## src/rtl/desired_drive_pipe_if.sv

```systemverilog
// Sample/result bundle between the assist-path front end and the desired-drive pipeline.
// The master drives samples and receives target current; the slave is the pipeline.
interface desired_drive_pipe_if #(
    parameter int TORQ_W = 12,
    parameter int INCL_W = 13,
    parameter int CAD_W  = 5,
    parameter int SET_W  = 2,
    parameter int CURR_W = 12
);
    logic                     in_vld;
    logic [TORQ_W-1:0]        avg_torque;
    logic [CAD_W-1:0]         cadence_vec;
    logic signed [INCL_W-1:0] incline;
    logic [SET_W-1:0]         setting;
    logic [CURR_W-1:0]        target_curr;
    logic                     out_vld;

    modport master (
        output in_vld, avg_torque, cadence_vec, incline, setting,
        input  target_curr, out_vld
    );

    modport slave (
        input  in_vld, avg_torque, cadence_vec, incline, setting,
        output target_curr, out_vld
    );
endinterface

```

## src/rtl/desired_drive_pipe.sv

```systemverilog
// Pipelined desired-drive calculator: capture, factor, product, scale/saturate, output (latency 4).
// Define SLEW_LIMIT_EN to bound the per-sample change of target_curr by SLEW_STEP.
module desired_drive_pipe #(
    parameter int                TORQ_W     = 12,
    parameter int                INCL_W     = 13,
    parameter int                CAD_W      = 5,
    parameter int                SET_W      = 2,
    parameter int                CURR_W     = 12,
    parameter logic [TORQ_W-1:0] TORQUE_MIN = 12'h380,
    parameter int                CAD_OFF    = 32,
    parameter int                SHIFT      = 14,
    parameter logic [CURR_W-1:0] SLEW_STEP  = 12'h100
) (
    input  logic                clk,
    input  logic                rst,
    desired_drive_pipe_if.slave bus
);
    localparam int PA_W = TORQ_W + 9;
    localparam int CF_W = CAD_W + 1;
    localparam int PB_W = CF_W + SET_W;
    localparam int PW   = PA_W + PB_W;

    localparam logic signed [INCL_W-1:0] INCL_HI = INCL_W'(511);
    localparam logic signed [INCL_W-1:0] INCL_LO = INCL_W'(-512);

    // Capture stage: raw sample registers
    logic                     vld0_q, vld0_d;
    logic [TORQ_W-1:0]        torq0_q, torq0_d;
    logic [CAD_W-1:0]         cad0_q, cad0_d;
    logic signed [INCL_W-1:0] incl0_q, incl0_d;
    logic [SET_W-1:0]         set0_q, set0_d;

    // S1: conditioned factors
    logic                     vld1_q, vld1_d;
    logic [TORQ_W-1:0]        torq1_q, torq1_d;
    logic [8:0]               incl1_q, incl1_d;
    logic [CF_W-1:0]          cad1_q, cad1_d;
    logic [SET_W-1:0]         set1_q, set1_d;

    // S2: partial products
    logic                     vld2_q, vld2_d;
    logic [PA_W-1:0]          prod_a_q, prod_a_d;
    logic [PB_W-1:0]          prod_b_q, prod_b_d;

    // S3: scaled, saturated current
    logic                     vld3_q, vld3_d;
    logic [CURR_W-1:0]        raw3_q, raw3_d;

    // S4: output
    logic                     out_vld_q, out_vld_d;
    logic [CURR_W-1:0]        curr_q, curr_d;

    logic signed [9:0]        incl_sat;
    logic signed [10:0]       incl_sum;
    logic [PW-1:0]            prod;
    logic [PW-1:0]            prod_shr;
    logic [CURR_W-1:0]        delta;

    always_comb begin
        // NOTE: every combinational output gets a default first so no path leaves it unassigned (no latch).
        vld0_d    = bus.in_vld;
        torq0_d   = bus.avg_torque;
        cad0_d    = bus.cadence_vec;
        incl0_d   = bus.incline;
        set0_d    = bus.setting;

        torq1_d   = (torq0_q > TORQUE_MIN) ? torq0_q - TORQUE_MIN : '0;
        if (incl0_q > INCL_HI)      incl_sat = 10'sd511;
        else if (incl0_q < INCL_LO) incl_sat = -10'sd512;
        else                        incl_sat = incl0_q[9:0];
        // Sum spans [-256, 767]: bit 10 flags negative, bit 9 flags above 511.
        incl_sum  = {incl_sat[9], incl_sat} + 11'sd256;
        if (incl_sum[10])     incl1_d = '0;
        else if (incl_sum[9]) incl1_d = 9'd511;
        else                  incl1_d = incl_sum[8:0];
        cad1_d    = (cad0_q > CAD_W'(1)) ? CF_W'(cad0_q) + CF_W'(CAD_OFF) : '0;
        set1_d    = set0_q;
        vld1_d    = vld0_q;

        prod_a_d  = PA_W'(torq1_q) * PA_W'(incl1_q);
        prod_b_d  = PB_W'(cad1_q) * PB_W'(set1_q);
        vld2_d    = vld1_q;

        prod      = PW'(prod_a_q) * PW'(prod_b_q);
        prod_shr  = prod >> SHIFT;
        raw3_d    = ((prod_shr >> CURR_W) != '0) ? '1 : prod_shr[CURR_W-1:0];
        vld3_d    = vld2_q;

        out_vld_d = vld3_q;
        curr_d    = curr_q;
        delta     = '0;
        if (vld3_q) begin
`ifdef SLEW_LIMIT_EN
            if (raw3_q > curr_q) begin
                delta  = raw3_q - curr_q;
                curr_d = curr_q + ((delta > SLEW_STEP) ? SLEW_STEP : delta);
            end else begin
                delta  = curr_q - raw3_q;
                curr_d = curr_q - ((delta > SLEW_STEP) ? SLEW_STEP : delta);
            end
`else
            curr_d = raw3_q;
`endif
        end
    end

    // NOTE: state updates use non-blocking assignments so every stage samples its predecessor's old value.
    always_ff @(posedge clk) begin
        if (rst) begin
            // NOTE: data registers are cleared too, not just valids, so target_curr and all stages read zero after reset.
            vld0_q    <= 1'b0;
            torq0_q   <= '0;
            cad0_q    <= '0;
            incl0_q   <= '0;
            set0_q    <= '0;
            vld1_q    <= 1'b0;
            torq1_q   <= '0;
            incl1_q   <= '0;
            cad1_q    <= '0;
            set1_q    <= '0;
            vld2_q    <= 1'b0;
            prod_a_q  <= '0;
            prod_b_q  <= '0;
            vld3_q    <= 1'b0;
            raw3_q    <= '0;
            out_vld_q <= 1'b0;
            curr_q    <= '0;
        end else begin
            vld0_q    <= vld0_d;
            torq0_q   <= torq0_d;
            cad0_q    <= cad0_d;
            incl0_q   <= incl0_d;
            set0_q    <= set0_d;
            vld1_q    <= vld1_d;
            torq1_q   <= torq1_d;
            incl1_q   <= incl1_d;
            cad1_q    <= cad1_d;
            set1_q    <= set1_d;
            vld2_q    <= vld2_d;
            prod_a_q  <= prod_a_d;
            prod_b_q  <= prod_b_d;
            vld3_q    <= vld3_d;
            raw3_q    <= raw3_d;
            out_vld_q <= out_vld_d;
            curr_q    <= curr_d;
        end
    end

    assign bus.target_curr = curr_q;
    assign bus.out_vld     = out_vld_q;

endmodule

```

## src/flat_wrapper.sv

```systemverilog
// flat-port wrapper written by rule: the top's interface ports become plain ports
module desired_drive_pipe_flat 
#(
    parameter int                TORQ_W     = 12,
    parameter int                INCL_W     = 13,
    parameter int                CAD_W      = 5,
    parameter int                SET_W      = 2,
    parameter int                CURR_W     = 12,
    parameter logic [TORQ_W-1:0] TORQUE_MIN = 12'h380,
    parameter int                CAD_OFF    = 32,
    parameter int                SHIFT      = 14,
    parameter logic [CURR_W-1:0] SLEW_STEP  = 12'h100
)
  (clk, rst, bus_in_vld, bus_avg_torque, bus_cadence_vec, bus_incline, bus_setting, bus_target_curr, bus_out_vld);
  desired_drive_pipe_if #(.TORQ_W(TORQ_W), .INCL_W(INCL_W), .CAD_W(CAD_W), .SET_W(SET_W), .CURR_W(CURR_W)) bus_i ();
  input  logic clk;
  input  logic rst;
  input wire logic [$bits(bus_i.in_vld)-1:0] bus_in_vld;
  input wire logic [$bits(bus_i.avg_torque)-1:0] bus_avg_torque;
  input wire logic [$bits(bus_i.cadence_vec)-1:0] bus_cadence_vec;
  input wire logic [$bits(bus_i.incline)-1:0] bus_incline;
  input wire logic [$bits(bus_i.setting)-1:0] bus_setting;
  output wire logic [$bits(bus_i.target_curr)-1:0] bus_target_curr;
  output wire logic [$bits(bus_i.out_vld)-1:0] bus_out_vld;
  assign bus_i.in_vld = bus_in_vld;
  assign bus_i.avg_torque = bus_avg_torque;
  assign bus_i.cadence_vec = bus_cadence_vec;
  assign bus_i.incline = bus_incline;
  assign bus_i.setting = bus_setting;
  assign bus_target_curr = bus_i.target_curr;
  assign bus_out_vld = bus_i.out_vld;
  desired_drive_pipe #(.TORQ_W(TORQ_W), .INCL_W(INCL_W), .CAD_W(CAD_W), .SET_W(SET_W), .CURR_W(CURR_W), .TORQUE_MIN(TORQUE_MIN), .CAD_OFF(CAD_OFF), .SHIFT(SHIFT), .SLEW_STEP(SLEW_STEP)) u_core (.clk(clk), .rst(rst), .bus(bus_i));
endmodule
```

## config.mk

```make
export PLATFORM = sky130hd
export DESIGN_NAME = desired_drive_pipe_flat
export DESIGN_NICKNAME = d
export VERILOG_FILES = /design/src/rtl/desired_drive_pipe_if.sv /design/src/rtl/desired_drive_pipe.sv /design/src/flat_wrapper.sv
export SDC_FILE = /design/constraint.sdc
export NUM_CORES = 1
export LEC_CHECK = 0
export BUFFER_PORTS_ARGS = -buffer_cell sky130_fd_sc_hd__buf_2
export CAP_MARGIN = 40
export CORE_ASPECT_RATIO = 1.2
export CORE_MARGIN = 5
export CORE_UTILIZATION = 53
export DETAILED_ROUTE_END_ITERATION = 12
export HOLD_SLACK_MARGIN = 0.05
export PLACE_DENSITY_LB_ADDON = 0.25
export SLEW_MARGIN = 0
export SYNTH_ARGS = -nofsm -noshare
export SYNTH_HDL_FRONTEND = slang
export SYNTH_SLANG_ARGS = --single-unit
```

## constraint.sdc

```tcl
create_clock -name clk -period 15.1 [get_ports clk]
set_input_delay 1.51 -clock clk [delete_from_list [all_inputs] [get_ports clk]]
set_output_delay 1.51 -clock clk [all_outputs]
set_load 0.1 [all_outputs]
```

# Word-level counts from Yosys, hierarchy flattened
# Cells that the tools add are included.
dict set report totals {
  register_bits 119
  input_bits 35
  output_inout_bits 13
  word_cells 37
}
dict set report classes {
  add_sub_neg 3
  multipliers 3
  n_lt_le_gt_ge 4
  mux 4
  bitwise 2
  reduce_logical 4
}
# op count
set op_table {}
lappend op_table {{multiplier 21 x 8 -> 29 bit} 1}
lappend op_table {{nonzero test 29 bit} 1}
lappend op_table {{multiplier 12 x 9 -> 21 bit} 1}
lappend op_table {{2-to-1 mux 10 bit} 2}
lappend op_table {{> comparator 13 x 10 -> 1 bit (second input constant)} 1}
lappend op_table {{less-than comparator 13 x 10 -> 1 bit (second input constant)} 1}
lappend op_table {{> comparator 12 x 10 -> 1 bit (second input constant)} 1}
lappend op_table {{2-to-1 mux 12 bit} 1}
lappend op_table {{subtractor 12 x 10 -> 12 bit (second input constant)} 1}
lappend op_table {{adder 10 x 10 -> 11 bit (second input constant)} 1}
lappend op_table {{2-to-1 mux 9 bit} 1}
lappend op_table {{multiplier 6 x 2 -> 8 bit} 1}
lappend op_table {{adder 5 x 6 -> 6 bit (second input constant)} 1}
lappend op_table {{OR reduction 2 bit} 3}
lappend op_table {{> comparator 5 x 1 -> 1 bit (second input constant)} 1}
lappend op_table {{inverter 1 bit} 2}

# Longest topological paths before layout
# Gate-level depths: netlist of run 1.
dict set report depth {
  word_depth 5
  ltp_mapped 20
}

# Least setup slack after synthesis of run 1
# OpenSTA, ideal clock, no wires.
dict set report synth_timing {
  kind {register to register}
  from {register u_core.prod_b_q[7]}
  to {register u_core.raw3_q[0]}
  setup_ns 0.074
  arrival_ns 4.800
  setup_slack_ns 10.226
  stages_incl_launch_ff 19
  period_less_slack_ns 4.874
  cell_sequence {dfxtp_1 > clkbuf_1 > and2_1 > fa_1 > fa_1 > fa_1 > inv_1 > fa_1 > inv_1 > ha_1 > nand2_1 > o221a_2 > a21oi_1 > o211ai_4 > a31oi_4 > o21ai_1 > or3b_4 > buf_6 > a31oi_1}
}
dict set report synth_via {
  elab_chain_len 3
}
# item line
set synth_rtl {}
lappend synth_rtl {{start: declaration} desired_drive_pipe.sv:43} ;# logic [PB_W-1:0] prod_b_q, prod_b_d;
lappend synth_rtl {{start signal: assignment} desired_drive_pipe.sv:141} ;# prod_b_q <= prod_b_d;
lappend synth_rtl {{multiplier 21 x 8 -> 29 bit (*)} desired_drive_pipe.sv:84} ;# prod = PW'(prod_a_q) * PW'(prod_b_q);
lappend synth_rtl {{nonzero test 29 bit} desired_drive_pipe.sv:86} ;# raw3_d = ((prod_shr >> CURR_W) != '0) ? '1 : prod_shr[CURR_W-1:0];
lappend synth_rtl {{2-to-1 mux 12 bit (*)} desired_drive_pipe.sv:86}
lappend synth_rtl {{end signal: assignment} desired_drive_pipe.sv:143} ;# raw3_q <= raw3_d;
lappend synth_rtl {{end: declaration} desired_drive_pipe.sv:47} ;# logic [CURR_W-1:0] raw3_q, raw3_d;
# Mark *: on every way between the ends. The rest lies on a longest branch, timed or not.
# A chain may end at the register's enable or synchronous reset.

# Worst setup path in the final report of run 1
dict set report layout_timing {
  from {register u_core.prod_b_q[6]}
  to {register u_core.raw3_q[4]}
}
# Same word-level chain as after synthesis.

==> results of run 1 <==
## flip-flops by register name, indices dropped and copies added, names as in the netlist, 5 cells and up
name,flops
u_core.cad0_q,5
u_core.cad1_q,6
u_core.torq0_q,12
u_core.raw3_q,12
u_core.prod_b_q,8
u_core.incl0_q,13
u_core.bus.target_curr,12
u_core.prod_a_q,21
u_core.torq1_q,12
u_core.incl1_q,9
## worst paths after layout
path / endpoint / cells past startpoint
setup / recovery: u_core.raw3_q[4] / 16
hold / removal: u_core.vld1_q / 1
setup reg to reg: u_core.raw3_q[4] / 16
hold reg to reg: u_core.vld1_q / 1
## power by group through the flow
stage / Sequential, W / Combinational [W] / Clock, W
after floorplan: 0.000345 / 0.0000735 / 0
after global placement: 0.000363 / 0.0000796 / 0
after detailed placement: 0.000363 / 0.0000822 / 0
after CTS: 0.000356 / 0.0000829 / 0.000422
after global routing: 0.000359 / 0.0000962 / 0.000438
final: 0.000356 / 0.0000810 / 0.000413
## stage by stage
step | total power [W] | instances | setup WS (ns) | cell area [sq um]
floorplan | 0.000418 | 1297 | 10.23 | 11900
global placement | 0.000443 | 1571 | 9.70 | 12300
detailed placement | 0.000445 | 1571 | 9.56 | 12300
CTS | 0.000861 | 1603 | 9.55 | 12900
global route | 0.000894 | 1603 | 9.20 | 12900
finish | 0.000850 | 1603 | 9.58 | 12900
## kinds of logic (layout without fill, tap and decap cells)
family / Yosys count / count (layout) / share of synthesized area
and+or+nand+nor: 474 / 474 / 0.206
DFF: 119 / 119 / 0.200
adders and majority gates: 280 / 280 / 0.411
buffers and inverters: 270 / 297 / 0.0881
AOI/OAI and AO/OA: 111 / 111 / 0.0614
muxes: 14 / 14 / 0.0120
xor gates and xnor gates: 29 / 29 / 0.0213
## critical path, cell delays in order (launching register included)
cell and delay (ns):
dfxtp_1 0.71, and2_1 0.25, fa_1 0.45, fa_1 0.51, fa_1 0.55, inv_1 0.05
fa_1 0.53, inv_1 0.04, ha_1 0.34, nand2_1 0.09, o221a_2 0.32, a21oi_1 0.30
o211ai_4 0.15, nand3b_1 0.11, a211oi_1 0.08, xnor2_1 0.68, a31oi_1 0.17
## cells in the mapped netlist, drive strengths merged, types with 19 or more instances
cell / number
fa: 185
clkbuf: 45
nor2: 50
xnor2: 19
a21oi: 35
dfxtp: 119
and2: 167
inv: 217
nor2b: 56
nand2: 152
ha: 95
## final cells by class
type                            count  share of cell area
Multi-Input combinational cell    908               0.658
Sequential cell                   119               0.185
Inverter                          217              0.0633
Clock buffer                       17              0.0330
Tap cell                          279              0.0271
Timing Repair Buffer               48              0.0190
Clock inverter                     15              0.0141
## metal layers
| metal | wire [um] | global-route usage | up-vias | part of all wire |
|---|---|---|---|---|
| li1 | - | - | 4004 | - |
| met1 | 9290 | 0.227 | 3969 | 0.42 |
| met2 | 11600 | 0.345 | 137 | 0.53 |
| met3 | 687 | 0.0271 | 32 | 0.031 |
| met4 | 559 | 0.0671 | 0 | 0.025 |
| met5 | 0 | 0 | - | 0 |
==> results by group, run 1 <==
Route
  – Avg WL per Cell: 13.8 um
  – Vias per std cell: about 5.1
  – Antenna Nets Post-Route: 0
  – DR vias: 8142
  – DR DRC count: 0
  – Initial DRC count: between 300 and 400
  – TritonRoute pass-1 iters: 4
  – Final WL: 22200 um

Min path
  – Hold Crit Class: reg2reg
  – Hold path start: u_core.vld0_q

Layout
  – Fill count: 1935
  – Area of the multi-input gates: roughly 8500 sq um
  – Area Overhead vs Synth: 8.11%
  – Area taken by flip-flops and latches: 2380 sq um
  – Most common cell after layout, fill and taps aside: inv_1
  – Share of post-route cells with drive strength above 1: 0.0725
  – Most frequent cells in the layout: 217 x inv_1, 185 x fa_1, 163 x and2_1
  – Fin nets: roughly 1.6k
  – Util after Layout: 0.577
  – Ant diodes: 0

Logic synthesis
  – Seq/Total Area, Yosys: 0.200
  – EDFF count, synth: 0
  – Synthesized flop and latch total: about 120
  – Ys flop type: dfxtp_1
  – YS warnings: 0
  – Largest cells by area after synthesis: fa_1 31%, dfxtp_1 20%, ha_1 10%
  – Largest area contributor in the netlist: fa_1
  – Mean post-synth cell area: a little over 9 sq um
  – Syn_nets: about 1.6k
  – Synthesized cell area: around 12000 sq um
  – Post-Syn Instances: 1297
  – Synth top area share: 0.311
  – Asr flop ratio synth: 0
  – Synth unique cells: between 50 and 60

STA
  – Tmin final: 5.52 ns
  – Fmax: 0.181 GHz
  – RSZ-0062 raised after global routing: false
  – Worst Tran Pin Value: roughly 0.84 ns
  – Final Cycle Share: 0.365
  – Max Transition Viols Final: 0
  – Final setup vio count: 0
  – Final hold slack: 0.427 ns
  – Clock Skew: 0.00988 ns
  – Max-slew headroom: 0.435
  – TNS Setup: 0 ns
  – Final Hold Viols: 0

Clock network
  – Clock buffer depth: 2
  – Clk_lat worst skew: 0.42 ns
  – Clk slew on worst S/H paths: 0.06 ns
  – H-Tree Depth: 4
  – CTS resizes: 0
  – Root Driver: clkbuf_16
  – CTS tree: done
  – Num CTS Buffers: 17
  – Post-CTS Setup Bufs: 0
  – Post-CTS Hold Fix Bufs: 0
  – CTS Sinks: 119

Power
  – Power Dens Cells: 66.0 nW/um^2
  – Sw Share: 0.275
  – Clock share of power: 0.486
  – Sequential power share: 0.419
  – Worst ir drop on vdd: 0.0750 mV
  – Internal power: approximately 0.0006 W
  – Lkg Pwr: about 6.4 nW
  – Net Sw Power: 0.000234 W
  – Comb pwr share: 0.095

Global routing
  – GRT Util Overall: 0.189
  – Antenna violations before repair: 0
  – Largest net degree at the start of global routing: 57
  – GR Overflow Total: 0
  – Vias in the first global route: 8752
  – First-pass GRT wire length: 40200 um

Worst setup path
  – Critical Path Start: u_core.prod_b_q[6]
  – CP Max Fanout: 21
  – Critical Path End Type: flip-flop
  – Required time worst endpoint: 15.35 ns
  – Startpoint Class: flip-flop
  – Worst r2r src: u_core.prod_b_q[6]
  – WS Path Type: reg2reg
  – Worst EP arrival: approximately 5.8 ns
  – Reg2reg setup slack: approximately 9.6 ns

Floorplan
  – Starting Density: 0.534
  – Width of the chip: 147 um
  – Row count: 60
  – Top Ports: 48
  – Die Area: ~26000 sq um
  – CORE AREA: 22300 sq um
  – Die Height: 174 um

Placement
  – GP Congestion: 0.834
  – DP Wirelength: roughly 18000 um
  – # port buffers: 47

Flow run
  – Max Cap Viol: 0

Run status
  – Outcome: finished clean
No activity file was read; power rests on OpenSTA's default activity.
==> run 2: changes to the inputs <==
clock period = 5.1 ns   (was 15.1 ns; I/O delays follow)
==> run 2 against run 1 <==
  * Largest power group unchanged
  * Global-route usage down 0.37 points
  * Sequential power rose to 2.9 times the previous value
  * Non-clock buffer count up 19
  * Sequential cell count unchanged
  * Cell count up 1.2%
  * Final area up 2.7%
  * Combinational power rose to 3.1 times the previous value
  * First-iteration DRC count down 6.6%
  * Critical path type unchanged
==> results by group, run 2 (synthesis gave the netlist of run 1 again) <==
Clock network
  – Clock buffer depth: 2
  – H-Tree Depth: 4
  – Clk slew on worst S/H paths: 0.06 ns
  – Root Driver: clkbuf_16
  – Num CTS Buffers: 17
  – CTS tree: done
  – CTS Sinks: 119
  – Clk_lat worst skew: 0.43 ns

Layout
  – Area taken by flip-flops and latches: 2430 sq um
  – Area of the multi-input gates: between 8000 and 9000 sq um
  – Most common cell after layout, fill and taps aside: inv_1
  – Share of post-route cells with drive strength above 1: 0.113
  – Largest regs: u_core.prod_a_q: 21 flops, u_core.incl0_q: 13 flops
  – Fin nets: 1646
  – Area Overhead vs Synth: 11.0%
  – Fill count: between 1.5k and 2k
  – Ant diodes: 0
  – Most frequent cells in the layout: 217 x inv_1, 185 x fa_1, 163 x and2_1
  – Max reg flops: 21
  – Top reg by flops: u_core.prod_a_q

Worst setup path
  – Startpoint Class: flip-flop
  – Critical Path End Type: flip-flop
  – WS Path Type: reg2reg
  – CP Max Fanout: 8
  – Worst EP arrival: 5.22 ns
  – Required time worst endpoint: 5.39 ns

Route
  – TritonRoute pass-1 iters: 7
  – Avg WL per Cell: 14.1 um
  – Initial DRC count: slightly above 300
  – DR DRC count: 0
  – Antenna Nets Post-Route: 0
  – Final WL: around 23000 um
  – Vias per std cell: 5.08
  – DR vias: ~8.2k

STA
  – Final hold slack: 0.285 ns
  – Max Transition Viols Final: 0
  – TNS Setup: 0 ns
  – Clock Skew: around 0.013 ns
  – Tmin final: 4.93 ns
  – Final Cycle Share: 0.966
  – Final WS setup: between 0.15 and 0.2 ns
  – Max-slew headroom: 0.528
  – Worst Tran Pin Value: about 0.7 ns
  – Fmax: 0.203 GHz
  – Final Hold Viols: 0
  – Final setup vio count: 0

Floorplan
  – Width of the chip: ~150 um
  – CORE AREA: 22300 sq um
  – Die Height: 174 um
  – Top Ports: 48
  – Die Area: 25600 sq um
  – Row count: 60
  – Starting Density: 0.534

Global routing
  – Largest net degree at the start of global routing: 59
  – GR Overflow Total: 0
  – Vias in the first global route: 8533
  – Antenna violations before repair: 0
  – GRT Util Overall: 0.186
  – First-pass GRT wire length: 39300 um

Power
  – Comb pwr share: 0.100
  – Sequential power share: 0.417
  – Clock share of power: 0.483
  – Lkg Pwr: 6.47 nW
  – Net Sw Power: 0.000728 W
  – Sw Share: 0.290
  – Power Dens Cells: between 150 and 200 nW/um^2
  – Internal power: 0.00179 W
  – Worst ir drop on vdd: 0.252 mV
  – Final Power: 0.00252 W

Placement
  – # port buffers: 47
  – DP Worst Slack: -0.0851 ns
  – DP Wirelength: around 18000 um
  – GP Congestion: 0.858

Flow run
  – Max Cap Viol: 0

Run status
  – Outcome: finished clean

Min path
  – Hold Crit Class: in2reg
[run 2: cell count changes in the layout (fill, tap and decap cells not counted), sizes merged]
cell and delta:
buf +19, bufinv -1, clkinv +2, clkinvlp -1
or3b +1
[run 2: final cells by class]
cell class              instances  area share
flip-flops and latches        119       0.184
repair buffers                 67      0.0303
inverters                     217      0.0616
clock inverters                15      0.0131
clock buffers                  17      0.0322
well taps                     279      0.0264
multi-input cells             909       0.653
[run 2: final timing paths]
kind | start | endpoint | slack (ns) | depth (start not counted)
setup / recovery | u_core.prod_b_q[2] | u_core.raw3_q[0] | 0.17 | 18
hold reg to reg | u_core.cad0_q[0] | u_core.cad1_q[0] | 0.42 | 1
hold / removal | bus_incline[0] | u_core.incl0_q[0] | 0.28 | 2
setup reg to reg | u_core.prod_b_q[2] | u_core.raw3_q[0] | 0.17 | 18
[run 2: metal layers]
layer  routed length, um  GRT usage  part of all wire  up-vias
met5                   0          0                 0        -
met3                 689     0.0336             0.030       49
met1                9630      0.218              0.42     3976
met2               11900      0.335              0.52      153
met4                 695     0.0733             0.030        0
li1                    -          -                 -     4059
[run 2: metrics by stage]
stage	std cells	utilization	instance area [sq um]
final	1623	0.593	13200
after global routing	1623	0.593	13200
after CTS	1617	0.582	13000
after detailed placement	1585	0.555	12400
after global placement	1585	0.555	12400
after floorplan	1297	-	11900
[run 2: power groups by stage]
stage          Clock (W)  Combinational [W]  Sequential [W]
2_1_floorplan          0           0.000218         0.00102
3_3_place_gp           0           0.000241         0.00107
3_5_place_dp           0           0.000250         0.00107
4_1_cts          0.00124           0.000253         0.00105
5_1_grt          0.00128           0.000294         0.00106
6_report         0.00121           0.000253         0.00105
[run 2: critical path, cell delays in order (launching register included)]
cell	delay (ns)
dfxtp_4	0.39
buf_2	0.19
and2_1	0.17
fa_1	0.44
fa_1	0.41
fa_1	0.51
inv_1	0.05
fa_1	0.53
inv_1	0.06
ha_4	0.28
a31oi_2	0.10
o221a_4	0.27
nor4_4	0.30
o211ai_4	0.15
a31oi_4	0.25
buf_6	0.13
nand4_1	0.13
or3b_4	0.33
a31oi_1	0.09
[run 2: what timing repair did]
| item | 4_1_cts | 5_1_grt |
|---|---|---|
| setup buffers | 0 | 5 |
| resized for setup | 5 | 50 |
| setup endpoints to repair | 3 | 14 |
| pin swaps | 0 | 25 |
| cloned | 0 | 1 |
| hold buffers | 0 | 0 |
